### src/rtl/ps2_pkg.sv
`default_nettype none
// ============================================================================
//  Module   : ps2_pkg
//  Purpose  : Shared definitions for the PS/2 scan-code set 2 keymap decoder.
//             This package holds the protocol byte constants, the parser
//             state encoding, the keymap entry width, the default keymap and
//             the byte-classification helpers.
//  Ports    : none (package)
//  Revision : 1.0 - initial release
// ============================================================================
package ps2_pkg;

    // Each keymap entry is {ext, code[7:0]}.
    localparam int KEY_ENTRY_W = 9;

    // Protocol bytes (scan-code set 2).
    localparam logic [7:0] PS2_EXT    = 8'hE0;
    localparam logic [7:0] PS2_BRK    = 8'hF0;
    localparam logic [7:0] PS2_PAUSE  = 8'hE1;
    localparam logic [7:0] PS2_BAT    = 8'hAA;
    localparam logic [7:0] PS2_ACK    = 8'hFA;
    localparam logic [7:0] PS2_RESEND = 8'hFE;
    localparam logic [7:0] PS2_ECHO   = 8'hEE;
    localparam logic [7:0] PS2_OVF0   = 8'h00;
    localparam logic [7:0] PS2_OVF1   = 8'hFF;

    // The Pause key sends E1 followed by seven more bytes that carry no
    // meaning for the keymap.
    localparam logic [2:0] PS2_PAUSE_SKIP = 3'd7;

    // Parser states, explicitly encoded.
    typedef enum logic [2:0] {
        PS_IDLE     = 3'd0,
        PS_GOT_E0   = 3'd1,
        PS_GOT_F0   = 3'd2,
        PS_GOT_E0F0 = 3'd3,
        PS_SKIP_E1  = 3'd4
    } ps2_state_e;

    // Default keymap, entry 0 in the least significant bits:
    //   0 W, 1 S, 2 A, 3 D, 4 SPACE, 5 UP, 6 DOWN, 7 LEFT, 8 RIGHT, 9 ENTER
    localparam logic [10*KEY_ENTRY_W-1:0] PS2_DEFAULT_KEYMAP = {
        9'h05A,   // 9 ENTER
        9'h174,   // 8 RIGHT
        9'h16B,   // 7 LEFT
        9'h172,   // 6 DOWN
        9'h175,   // 5 UP
        9'h029,   // 4 SPACE
        9'h023,   // 3 D
        9'h01C,   // 2 A
        9'h01B,   // 1 S
        9'h01D    // 0 W
    };

    // Bytes that start a multi-byte sequence.
    function automatic logic ps2_is_prefix(input logic [7:0] b);
        return (b == PS2_EXT) || (b == PS2_BRK) || (b == PS2_PAUSE);
    endfunction

    // Controller responses and overrun codes that never reach the keymap.
    function automatic logic ps2_is_ignored(input logic [7:0] b);
        return (b == PS2_BAT)  || (b == PS2_ACK)  || (b == PS2_RESEND) ||
               (b == PS2_ECHO) || (b == PS2_OVF0) || (b == PS2_OVF1);
    endfunction

endpackage
`default_nettype wire

### src/rtl/ps2_seq_parser.sv
`default_nettype none
// ============================================================================
//  Module   : ps2_seq_parser
//  Purpose  : Scan-code set 2 sequence parser. It follows the E0/F0/E1
//             prefixes, drops the Pause sequence and times out stalled
//             prefixes. Its outputs are decoded combinationally from the
//             current byte, and the consumer registers them.
//  Ports    : clk, rst        - clock, synchronous active-high reset
//             i_clear         - synchronous return to IDLE
//             i_data/i_valid  - received byte and its one-cycle strobe
//             o_evt_valid     - a complete make/break ends on this byte
//             o_evt_break     - event is a break (release)
//             o_evt_ext       - event carried the E0 prefix
//             o_evt_code      - final scan-code byte of the event
//             o_err           - illegal sequence or prefix timeout
//  Revision : 1.0 - initial release
// ============================================================================
import ps2_pkg::*;

module ps2_seq_parser #(
    parameter int PREFIX_TIMEOUT = 1_500_000
) (
    input  logic       clk,
    input  logic       rst,
    input  logic       i_clear,
    input  logic [7:0] i_data,
    input  logic       i_valid,
    output logic       o_evt_valid,
    output logic       o_evt_break,
    output logic       o_evt_ext,
    output logic [7:0] o_evt_code,
    output logic       o_err
);

    localparam int               CNT_W     = $clog2(PREFIX_TIMEOUT + 1);
    localparam logic [CNT_W-1:0] c_TIMEOUT = CNT_W'(PREFIX_TIMEOUT);

    ps2_state_e       r_state;
    ps2_state_e       w_state_nxt;
    ps2_state_e       w_cur;
    logic [CNT_W-1:0] r_cnt;
    logic [CNT_W-1:0] w_cnt_nxt;
    logic [2:0]       r_skip;
    logic [2:0]       w_skip_nxt;
    logic             w_timeout;
    logic             w_seq_err;

    always_comb begin
        // The timeout fires from the counter value alone, so a byte that
        // arrives in the same cycle is interpreted as if the parser were
        // already back in IDLE.
        w_timeout   = (r_state != PS_IDLE) && (r_cnt == c_TIMEOUT);
        w_cur       = w_timeout ? PS_IDLE : r_state;

        w_state_nxt = w_cur;
        w_skip_nxt  = (w_cur == PS_SKIP_E1) ? r_skip : 3'd0;
        w_seq_err   = 1'b0;
        o_evt_valid = 1'b0;
        o_evt_break = 1'b0;
        o_evt_ext   = 1'b0;
        o_evt_code  = i_data;

        if (i_valid) begin
            case (w_cur)
                PS_IDLE: begin
                    if (i_data == PS2_EXT) begin
                        w_state_nxt = PS_GOT_E0;
                    end else if (i_data == PS2_BRK) begin
                        w_state_nxt = PS_GOT_F0;
                    end else if (i_data == PS2_PAUSE) begin
                        w_state_nxt = PS_SKIP_E1;
                        w_skip_nxt  = PS2_PAUSE_SKIP;
                    end else if (!ps2_is_ignored(i_data)) begin
                        o_evt_valid = 1'b1;
                    end
                end
                PS_GOT_E0: begin
                    if (i_data == PS2_BRK) begin
                        w_state_nxt = PS_GOT_E0F0;
                    end else if (i_data != PS2_EXT) begin
                        // A repeated E0 keeps waiting; anything else is an
                        // extended make.
                        o_evt_valid = 1'b1;
                        o_evt_ext   = 1'b1;
                        w_state_nxt = PS_IDLE;
                    end
                end
                PS_GOT_F0, PS_GOT_E0F0: begin
                    w_state_nxt = PS_IDLE;
                    if (ps2_is_prefix(i_data)) begin
                        w_seq_err   = 1'b1;
                    end else begin
                        o_evt_valid = 1'b1;
                        o_evt_break = 1'b1;
                        o_evt_ext   = (w_cur == PS_GOT_E0F0);
                    end
                end
                PS_SKIP_E1: begin
                    w_skip_nxt = r_skip - 3'd1;
                    if (r_skip == 3'd1) begin
                        w_state_nxt = PS_IDLE;
                    end
                end
                default: begin
                    w_state_nxt = PS_IDLE;
                end
            endcase
        end

        // The counter only runs while a sequence is open and the line is
        // idle; every byte restarts the window.
        if (w_timeout || i_valid || (r_state == PS_IDLE)) begin
            w_cnt_nxt = '0;
        end else begin
            w_cnt_nxt = r_cnt + CNT_W'(1);
        end

        o_err = w_timeout | w_seq_err;
    end

    always_ff @(posedge clk) begin
        if (rst || i_clear) begin
            r_state <= PS_IDLE;
            r_cnt   <= '0;
            r_skip  <= 3'd0;
        end else begin
            r_state <= w_state_nxt;
            r_cnt   <= w_cnt_nxt;
            r_skip  <= w_skip_nxt;
        end
    end

endmodule
`default_nettype wire

### src/rtl/ps2_keymap_decoder.sv
`default_nettype none
// ============================================================================
//  Module   : ps2_keymap_decoder
//  Purpose  : PS/2 scan-code set 2 keymap decoder. It keeps one held bit
//             per mapped key and emits one-cycle press/release pulses.
//  Ports    : CLOCK_50       - system clock
//             reset          - synchronous, active-high
//             ps2_data       - received byte from the PS/2 controller
//             ps2_data_valid - one-cycle strobe for ps2_data
//             clear_all      - drop all held keys, parser back to IDLE
//             key_held       - level, key i is down
//             key_press      - pulse on the 0->1 transition of key_held[i]
//             key_release    - pulse on the 1->0 transition of key_held[i]
//             unmapped       - pulse, complete sequence matched no entry
//             proto_err      - pulse, illegal sequence or prefix timeout
//  Revision : 1.0 - initial release
// ============================================================================
import ps2_pkg::*;

module ps2_keymap_decoder #(
    parameter int                              NUM_KEYS       = 10,
    parameter logic [NUM_KEYS*KEY_ENTRY_W-1:0] KEY_MAP        = PS2_DEFAULT_KEYMAP,
    parameter int                              PREFIX_TIMEOUT = 1_500_000
) (
    input  logic                CLOCK_50,
    input  logic                reset,
    input  logic [7:0]          ps2_data,
    input  logic                ps2_data_valid,
    input  logic                clear_all,
    output logic [NUM_KEYS-1:0] key_held,
    output logic [NUM_KEYS-1:0] key_press,
    output logic [NUM_KEYS-1:0] key_release,
    output logic                unmapped,
    output logic                proto_err
);

    logic                w_evt_valid;
    logic                w_evt_break;
    logic                w_evt_ext;
    logic [7:0]          w_evt_code;
    logic                w_err;
    logic [NUM_KEYS-1:0] w_match;
    logic [NUM_KEYS-1:0] w_make_hits;
    logic [NUM_KEYS-1:0] w_brk_hits;

    logic [NUM_KEYS-1:0] r_held;
    logic [NUM_KEYS-1:0] r_press;
    logic [NUM_KEYS-1:0] r_release;
    logic                r_unmapped;
    logic                r_proto_err;

    ps2_seq_parser #(
        .PREFIX_TIMEOUT (PREFIX_TIMEOUT)
    ) u_parser (
        .clk         (CLOCK_50),
        .rst         (reset),
        .i_clear     (clear_all),
        .i_data      (ps2_data),
        .i_valid     (ps2_data_valid),
        .o_evt_valid (w_evt_valid),
        .o_evt_break (w_evt_break),
        .o_evt_ext   (w_evt_ext),
        .o_evt_code  (w_evt_code),
        .o_err       (w_err)
    );

    // Compare against every entry at once; duplicate entries all follow.
    for (genvar gi = 0; gi < NUM_KEYS; gi++) begin : g_match
        assign w_match[gi] =
            (KEY_MAP[gi*KEY_ENTRY_W +: KEY_ENTRY_W] == {w_evt_ext, w_evt_code});
    end

    assign w_make_hits = (w_evt_valid && !w_evt_break) ? w_match : '0;
    assign w_brk_hits  = (w_evt_valid &&  w_evt_break) ? w_match : '0;

    always_ff @(posedge CLOCK_50) begin
        if (reset || clear_all) begin
            r_held      <= '0;
            r_press     <= '0;
            r_release   <= '0;
            r_unmapped  <= 1'b0;
            r_proto_err <= 1'b0;
        end else begin
            r_held      <= (r_held | w_make_hits) & ~w_brk_hits;
            // Edges are taken against the previous held level, so typematic
            // repeats and breaks of released keys produce no pulse.
            r_press     <= w_make_hits & ~r_held;
            r_release   <= w_brk_hits  &  r_held;
            r_unmapped  <= w_evt_valid & ~(|w_match);
            r_proto_err <= w_err;
        end
    end

    assign key_held    = r_held;
    assign key_press   = r_press;
    assign key_release = r_release;
    assign unmapped    = r_unmapped;
    assign proto_err   = r_proto_err;

endmodule
`default_nettype wire

### config.mk
export PLATFORM = sky130hd
export DESIGN_NAME = ps2_keymap_decoder
export DESIGN_NICKNAME = d
export VERILOG_FILES = /design/src/rtl/ps2_pkg.sv /design/src/rtl/ps2_seq_parser.sv /design/src/rtl/ps2_keymap_decoder.sv
export SDC_FILE = /design/constraint.sdc
export NUM_CORES = 1
export LEC_CHECK = 0
export ABC_AREA = 0
export CAP_MARGIN = 10
export CELL_PAD_IN_SITES_DETAIL_PLACEMENT = 1
export CELL_PAD_IN_SITES_GLOBAL_PLACEMENT = 1
export CORE_MARGIN = 1.5
export CORE_UTILIZATION = 40
export CTS_CLUSTER_DIAMETER = 80
export DETAILED_ROUTE_END_ITERATION = 12
export GPL_TIMING_DRIVEN = 0
export PLACE_DENSITY = 0.78
export SETUP_SLACK_MARGIN = 0.15
export SLEW_MARGIN = 20
export SYNTH_ARGS = -nofsm -noshare
export SYNTH_HDL_FRONTEND = slang
export SYNTH_SLANG_ARGS = --single-unit
### constraint.sdc
create_clock -name CLOCK_50 -period 2.4 [get_ports CLOCK_50]
set_clock_uncertainty 0.2 [all_clocks]
set_input_delay 0.36 -clock CLOCK_50 [delete_from_list [all_inputs] [get_ports CLOCK_50]]
set_output_delay 0.36 -clock CLOCK_50 [all_outputs]
set_load 0.1 [all_outputs]
-- After elaboration in Yosys (flattened, before gate mapping)
Index checks and enable logic that the tools add are counted.
- register bits after elaboration: 59
- latch bits: 0
- RAM bits: 0
- bits in read-only memories: 0
- output and inout bits: 32
- logic and storage cells: 99
- memories: 0
- add/sub/neg operators: 2
- $mul: 0
- div/mod/pow operators: 0
- $lt $le $gt $ge: 0
- equality and inequality tests: 25
- shift-type cells: 0
- mux-type cells: 34
- bitwise gates (word level): 9
- reductions and logical operators: 21
- operators with widths (cell ; number):
    $eq A8 B8 Y1 const B ; 8
    $mux W3 ; 13
    $eq A9 B9 Y1 const A ; 4
    $and A10 B10 Y10 ; 3
    $eq A5 B9 Y1 const A ; 3
    $add A21 B1 Y21 const B ; 1
    $eq A21 B21 Y1 const B ; 1
    $mux W10 ; 2
    $not A10 Y10 ; 2
    $eq A6 B9 Y1 const A ; 2
    $mux W1 ; 15
    $logic_or A1 B1 Y1 ; 10
    $or A10 B10 Y10 ; 1
    $reduce_or A10 Y1 ; 1
    $eq A7 B9 Y1 const A ; 1
    $pmux W3 S3 ; 1
    $logic_not A8 Y1 ; 1
    $ne A8 B8 Y1 const B ; 1
    $eq A3 B1 Y1 const B ; 2
    $eq A3 B2 Y1 const B ; 2
    $logic_not A3 Y1 ; 2
    $pmux W3 S2 ; 1
    $reduce_or A2 Y1 ; 2
    $eq A3 B3 Y1 const B ; 1
    other kinds (9) ; 11

-- Depth between registers and ports, before layout
Gate-level depths: netlist (run 1).
- depth in word-level cells: 16
- gate-level depth with buffers: 8

-- Hierarchy
Synthesis (run 1) repeated with hierarchy kept, for this count alone.
- cells, all modules: 330
- area, all modules: 2790.2 sq um
- modules (own cells, without submodules) (module ; instances ; cells an instance ; area an instance (sq um) ; sequential area each (sq um)):
    ps2_seq_parser ; 1 ; 193 ; 1527.7 ; 540.5
    ps2_keymap_decoder ; 1 ; 137 ; 1262.5 ; 640.6

-- Worst setup path after synthesis (run 1)
Ideal clock, no wire load.
- kind: input port to flip-flop
- start point: input port ps2_data[2]
- end point: register r_held[8] (netlist: key_held[8])
- arrival: 1796 ps
- required time: 2120 ps
- path slack: 324 ps
- stages on the path: 6
- buffers on the path: 0
- cell sequence: or3_1 -> o31ai_1 -> nand2b_1 -> a21oi_4 -> a21oi_1 -> a211oi_2
- longest elaborated chain between the ends: 16
- elaborated cells on any way between the ends: 40
- RTL lines (what ; RTL line ; RTL):
    start, declared ; ps2_keymap_decoder.sv:27 ; input logic [7:0] ps2_data,
    $eq A8 B8 Y1 ; ps2_pkg.sv:62 ; return (b == PS2_BAT) || (b == PS2_ACK) || (b == PS2_RESEND) ||
    $logic_or A1 B1 Y1 (3 in a row) ; ps2_pkg.sv:62 ;
    $logic_or A1 B1 Y1 (2 in a row) ; ps2_pkg.sv:63 ; (b == PS2_ECHO) || (b == PS2_OVF0) || (b == PS2_OVF1);
    $mux W1 ; ps2_seq_parser.sv:73 ; end else if (!ps2_is_ignored(i_data)) begin
    $mux W1 ; ps2_seq_parser.sv:70 ; end else if (i_data == PS2_PAUSE) begin
    $mux W1 ; ps2_seq_parser.sv:68 ; end else if (i_data == PS2_BRK) begin
    $mux W1 ; ps2_seq_parser.sv:66 ; if (i_data == PS2_EXT) begin
    $pmux W1 S3 ; ps2_seq_parser.sv:64 ; case (w_cur)
    $mux W1 ; ps2_seq_parser.sv:63 ; if (i_valid) begin
    $logic_and A1 B1 Y1, on equally long branches ; ps2_keymap_decoder.sv:73, ps2_keymap_decoder.sv:74 ;
    $mux W10, on equally long branches ; ps2_keymap_decoder.sv:73, ps2_keymap_decoder.sv:74 ;
    $or A10 B10 Y10 / $not A10 Y10 (equally long branches) ; ps2_keymap_decoder.sv:84 ; r_held <= (r_held | w_make_hits) & ~w_brk_hits;
    $and A10 B10 Y10 (*) ; ps2_keymap_decoder.sv:84 ;
    end signal, assigned ; ps2_keymap_decoder.sv:84 ;
    end, declared ; ps2_keymap_decoder.sv:46 ; logic [NUM_KEYS-1:0] r_held;
Every way passes the cells marked *; elsewhere a longest branch is shown, timed or not.
A chain may end at the register's enable or synchronous reset.

-- Worst setup path after layout (run 1)
- start point: register u_parser.r_cnt[7]
- end point: register r_release[1] (netlist: key_release[1])
- longest elaborated chain between the ends: 10
- elaborated cells on any way between the ends: 19
- RTL lines (what ; RTL line ; RTL):
    start, declared ; ps2_seq_parser.sv:41 ; logic [CNT_W-1:0] r_cnt;
    start signal, assigned ; ps2_seq_parser.sv:128 ; r_cnt <= w_cnt_nxt;
    $eq A21 B21 Y1 (*) ; ps2_seq_parser.sv:52 ; w_timeout = (r_state != PS_IDLE) && (r_cnt == c_TIMEOUT);
    $logic_and A1 B1 Y1 (*) ; ps2_seq_parser.sv:52 ;
    $mux W3 (*) ; ps2_seq_parser.sv:53 ; w_cur = w_timeout ? PS_IDLE : r_state;
    $eq A3 B2 Y1, on equally long branches ; ps2_seq_parser.sv:64, ps2_seq_parser.sv:95 ;
    $mux W1 / $reduce_or A2 Y1 (equally long branches) ; ps2_seq_parser.sv:90, ps2_seq_parser.sv:64 ;
    $pmux W1 S2 (tied with other cells) ; ps2_seq_parser.sv:64 ;
    $mux W1 ; ps2_seq_parser.sv:63 ;
    $eq A5 B9 Y1 / $logic_and A1 B1 Y1 (equally long branches) ; ps2_keymap_decoder.sv:70, ps2_keymap_decoder.sv:74 ;
    $mux W10 (*) ; ps2_keymap_decoder.sv:74 ; assign w_brk_hits = (w_evt_valid && w_evt_break) ? w_match : '0;
    $and A10 B10 Y10 (*) ; ps2_keymap_decoder.sv:88 ; r_release <= w_brk_hits & r_held;
    end signal, assigned ; ps2_keymap_decoder.sv:88 ;
    end, declared ; ps2_keymap_decoder.sv:48 ; logic [NUM_KEYS-1:0] r_release;
Marks and branches as above.

==> impl_metrics.toml, run 1 <==
[timing]
slew_violations = 0
fin_crit_sh_pct = 92.8
finalCriticalPeriod_ns = 2.23
holdWs_ns = 0.282
hold_violations = 0
slew-limit-headroom_pct = 35.6
tightest_slew_ns = 0.970
max_freq_ghz = 0.449
setup_viol = 0
rsz0062_at_grt = "true"

[power_and_ir_drop]
clkPwrFrac_pct = 47.7
sw_frac_of_total_pct = 22.5
p_leak_nw = 1.43
powerDensity_mw_per_mm2 = 561
intPower_mw = 1.63
power_switching_uw = 474
comb_power_share_pct = 5.8
peakVddDrop_mv = 0.336
power_frac_seq_pct = 46.4

[synth]
synth_fp_nets = 327
synth_edf_count = 0
synthTopCellsByCount = "59 x dfxtp_1, 36 x nor2_1, 18 x and3_1, 18 x nand2_1, 17 x a21oi_1"
synth_largest_area_cell = "dfxtp_1"
synth_area_per_cell_um2 = 8.80
synth_area_mm2 = 0.00274
synthCells = 311
postSynthRegisterBits = 59
synth_top_area_share_pct = 43.1
ys_warn_count = 0
async_flop_share_pct = 0
synth_most_common_cell = "dfxtp_1"
synthFlopType = "dfxtp_1"
seq_area_frac_synth_pct = 43.1
ys_top_cells_by_area = "dfxtp_1 43%, nor2_1 4.9%, xor2_1 4.2%, and3_1 4.1%, a21oi_1 3.1%"
synth_cell_types = 55

[die]
die_w_um = 85.7
coreArea_mm2 = 0.00649
start_util_pct = 42.1
dieArea_mm2 = 0.00735
die_h_um = 85.7
ioPinCount = 44
rows = 29

[global_route]
use_met3_pct = 4.14
use_met2_pct = 35.5
grt_usage_pct = 21.9
grt_pass1_wl_mm = 12.6
antenna_found_initial = 0
grt_pass1_vias = 2483
top_usage_layer = "met2"
overflow = 0
grt_start_max_net_pins = 11
use_met1_pct = 29.1

[route]
route.antenna.remaining_nets = 0
drt_iter0_drc = 80
route.detailed.drc = 0
vias_per_cell = 5.66
vias = 2582
drtPass1Iterations = 4
drt-total-wl_mm = 7.99
wire_per_inst_um = 17.5

[cells_and_area]
fillerInstances = 762
fin_area_mm2 = 0.00376
drive_gt1_share_pct = 23.0
final_nets = 390
area_growth_syn_to_layout_pct = 37.3
antenna_cells = 0

[setup_path]
cp_cell_sequence = "nor4_4 > nand4_1 > buf_4 > nor3_4 > nor4_2 > and2_1 > buf_6 > and3_1"
crit_start = "u_parser.r_cnt[7]"
arrival_ns = 2.26
endpoint_kind = "flop"
cp_top_family = "simple AND/OR/NAND/NOR gates"
critical_path_buf_inv_count = 2
critPathMaxFanout = 10
path_class = "flop to flop"
max_stage_delay_ns = 0.35
startpoint_type = "flop"
slowest_stage = "dfxtp_4"
worst_ep_required_time_ns = 2.43
reg2reg_from = "u_parser.r_cnt[7]"

[cts]
path_clk_slew_ns = 0.07
clock_latency_ns = 0.34
clock_path_buffers = 2
cts_made_buffers = 9
hold_buffers = 0
clockRootBuffer = "clkbuf_8"
h-tree-depth = 3
cts_sinks = 59
tritoncts = "done"

[placement]
portBuffers = 43
placed_area_mm2 = 0.00326
gp_congestion = 0.889
post-dp-hpwl_mm = 5.40

[worst_hold_path]
worstHoldStart = "u_parser.r_cnt[0]"
min_path_type = "flop to flop"

[run_status]
status = "finished, final reports clean"

[run]
drv_cap = 0
power by group through the flow:
stage	clock (mW)	combinational, mW	sequential (mW)
finish	1.01	0.123	0.979
floorplan	0	0.0533	1.01
global route	1.06	0.131	0.978
CTS	1.02	0.112	0.980
detailed placement	0	0.108	1.00
global placement	0	0.108	1.00
placed cells by master (no fill, tap or decap), types with 5 or more instances in the layout:
master,count
dfxtp_1,50
dlygate4sd2_1,38
nor2_1,36
and3_1,17
nand2_1,17
nand3_1,15
a21oi_1,14
xor2_1,13
inv_1,10
clkbuf_8,10
xnor2_1,8
buf_4,8
nand4_1,7
dfxtp_2,7
nor3_1,6
a211oi_1,6
nor4_4,5
or2_2,5
nor3_2,5
clkdlybuf4s50_1,5
final cells by class:
cell class | count | area (µm²) | area share (%)
multi-input cells | 229 | 1670 | 44.3
flip-flops and latches | 59 | 1200 | 31.9
repair buffers | 52 | 463 | 12.3
clock buffers | 12 | 145 | 3.86
well taps | 77 | 96.3 | 2.56
clock inverters | 4 | 73.8 | 1.96
plain buffers | 12 | 73.8 | 1.96
inverters | 11 | 42.5 | 1.13
registers in the layout, indices dropped and copies added, names as in the netlist:
name and flops:
proto_err 1, key_release 10, unmapped 1, u_parser.r_state 3, key_held 10, key_press 10, u_parser.r_cnt 21, u_parser.r_skip 3
worst paths after layout:
| check | to | slack, ns | depth (start not counted) |
|---|---|---|---|
| worst max-delay path | key_release[1] | 0.17 | 8 |
| worst min-delay path | u_parser.r_cnt[0] | 0.28 | 1 |
| worst max register to register | key_release[1] | 0.17 | 8 |
| worst min register to register | u_parser.r_cnt[0] | 0.28 | 1 |
cell families after synthesis:
group / after synthesis / share of synthesized area [%]
buf+inv: 23 / 3.56
mux: 1 / 0.411
compound gates: 46 / 11.9
xor+xnor: 21 / 6.72
flops: 59 / 43.1
simple gates: 156 / 32.1
fa+ha+maj: 5 / 2.19
stage by stage:
stage | worst slack, ns | total power, mW | util (%) | TNS (ns) | std cells
detailed placement | -0.478 | 1.11 | 50.3 | -10.92 | 431
global route | 0.0776 | 2.17 | 57.9 | 0 | 456
CTS | 0.122 | 2.11 | 55.0 | 0 | 453
global placement | -0.470 | 1.11 | 50.3 | -10.71 | 431
finish | 0.172 | 2.11 | 57.9 | 0 | 456
floorplan | 0.324 | 1.06 | - | 0 | 311
layer usage:
layer  wire length [µm]  part of all wire, %
met2               3830                   48
met1               3690                   46
met5                  0                    0
met4                144                  1.8
met3                326                  4.1
worst reg2reg max path: stages (launching register included):
cell     delay (ns)
dfxtp_4        0.35
nor4_4         0.26
nand4_1        0.19
buf_4          0.20
nor3_4         0.31
nor4_2         0.10
and2_1         0.19
buf_6          0.14
and3_1         0.20
timing repair:
item	CTS	global route
setup endpoints to repair	83	50
setup buffers	6	3
pin swaps	7	15
endpoints found under the hold margin	0	0
gates resized for setup	58	44
(Power assumes the default switching activity.)
==> run 2, diff against run 1 <==
==> constraint.sdc (replaced) <==
create_clock -name CLOCK_50 -period 2.4 [get_ports CLOCK_50]
set_clock_uncertainty 0.2 [all_clocks]
set_input_delay 0.48 -clock CLOCK_50 [delete_from_list [all_inputs] [get_ports CLOCK_50]]
set_output_delay 0.48 -clock CLOCK_50 [all_outputs]
set_load 0.1 [all_outputs]
==> run 2 against run 1 <==
Against the previous run:
- worst hold slack gained 0.0018 ns
- critical path depth is the same
- sequential power is essentially flat
- largest cell class unchanged
- via count increased by 3.3%
- non-clock buffer count grew 5
- combinational power is 11% higher
- routed wire length increased by 13%
- sequential share of layout area down 1.0 points
- clock power barely moved
- die area unchanged
- critical endpoint is now key_release[0]
- global-route usage increased by 0.67 points
- fmax down 3.1%
==> impl_metrics.toml, run 2 (synthesis results as in run 1) <==
[run_status]
status = "finished, final reports clean"

[setup_path]
rr_endpoint = "key_release[0]"
cp-endpoint = "key_release[0]"
reg2reg_from = "u_parser.r_cnt[11]"
rrSetupSlack_ns = 0.10
crit_start = "u_parser.r_cnt[11]"
path_class = "flop to flop"
critPathMaxFanout = 6
startpoint_type = "flop"
endpoint_kind = "flop"
arrival_ns = 2.34
r2r_cells = 8
worst_ep_required_time_ns = 2.44

[cts]
path_clk_slew_ns = 0.07
clockRootBuffer = "clkbuf_8"
cts_sinks = 59
tritoncts = "done"
cts_made_buffers = 9
clock_latency_ns = 0.35
clock_path_buffers = 2
h-tree-depth = 3

[cells_and_area]
layout_common_cells = "50 x dfxtp_1, 36 x nor2_1, 26 x dlygate4sd2_1"
largest_register = "u_parser.r_cnt"
drive_gt1_share_pct = 29.2
largest_register_ff_count = 21
fin_util_pct = 59.8
final_nets = 395
fillerInstances = 742
final_common_cell = "dfxtp_1"
instances_no_fill = 461
antenna_cells = 0
area_growth_syn_to_layout_pct = 42.0

[die]
start_util_pct = 42.1
ioPinCount = 44
die_w_um = 85.7
dieArea_mm2 = 0.00735
rows = 29
coreArea_mm2 = 0.00649
die_h_um = 85.7

[timing]
max_freq_ghz = 0.435
slew_violations = 0
setup_slack_ns = 0.102
hold_violations = 0
slew-limit-headroom_pct = 33.9
tightest_slew_ns = 0.996
finalCriticalPeriod_ns = 2.30
rsz0062_at_grt = "true"
fin_crit_sh_pct = 95.8
setup_tns_ns = 0
setup_viol = 0

[route]
drt-total-wl_mm = 8.99
drtPass1Iterations = 4
wire_per_inst_um = 19.5
drt_iter0_drc = 152
vias = 2667
route.detailed.drc = 0
route.antenna.remaining_nets = 0
vias_per_cell = 5.79

[global_route]
grt_start_max_net_pins = 11
antenna_found_initial = 0
grt_usage_pct = 22.6
grt_pass1_wl_mm = 12.9
grt_pass1_vias = 2545
overflow = 0
use_met3_pct = 3.95
top_usage_layer = "met2"
use_met2_pct = 36.9
use_met1_pct = 29.8

[placement]
post-dp-hpwl_mm = 5.40
gp_congestion = 0.889
place_ws_ns = -0.598
portBuffers = 43
placed_cells = 431

[run]
drv_cap = 0

[power_and_ir_drop]
peakVddDrop_mv = 0.342
powerDensity_mw_per_mm2 = 549
p_leak_nw = 1.42

[worst_hold_path]
min_path_type = "flop to flop"
[run 2: what timing repair did]
item | in CTS | in global routing
cloned | 0 | 1
pin swaps | 6 | 20
setup endpoints to repair | 84 | 57
resized for setup | 83 | 59
buffers inserted | 7 | 6
hold buffers | 0 | 0
[run 2: power by group]
group	internal, mW	switching, mW
Clock	0.614	0.407
Combinational	0.0443	0.0913
Sequential	0.978	0.000838
[run 2: metrics by stage]
| stage | hold WS, ns | total power [mW] | cell area, µm² |
|---|---|---|---|
| CTS | 0.276 | 2.12 | 3650 |
| global placement | 0.253 | 1.11 | 3260 |
| finish | 0.283 | 2.14 | 3890 |
| floorplan | 0.241 | 1.06 | 2740 |
| global route | 0.312 | 2.20 | 3890 |
| detailed placement | 0.263 | 1.11 | 3260 |
[run 2: how the worst min path moves through the flow]
stage	from	endpoint	cells past startpoint
after floorplan	u_parser.r_cnt[0]	u_parser.r_cnt[0]	1
after global placement	key_held[5]	key_press[5]	1
after detailed placement	key_held[8]	key_press[8]	1
after CTS	key_held[4]	key_press[4]	1
after global routing	u_parser.r_cnt[0]	u_parser.r_cnt[0]	1
final	u_parser.r_cnt[0]	u_parser.r_cnt[0]	1
[run 2: critical path, stage by stage, from the launching register on]
cell and delay [ns]:
dfxtp_2 0.35, and4bb_2 0.29, nand4_1 0.19, buf_4 0.22
nor3_4 0.32, nor4_2 0.11, and2_4 0.20, buf_6 0.14
and3_1 0.18
[run 2: routing by layer]
layer,vias to the layer above,wire length [µm]
met5,-,0
met4,0,257
met3,27,379
met2,75,4340
met1,1311,4010
li1,1254,-
[run 2: final cells by class]
class,count,area [µm²],area share [%]
sequential,59,1200,30.8
clock inverter,4,73.8,1.90
timing repair buffer,57,500,12.9
multi-input combinational,229,1750,45.0
tap,77,96.3,2.48
clock buffer,12,145,3.73
inverter,11,43.8,1.13
buffer,12,78.8,2.03
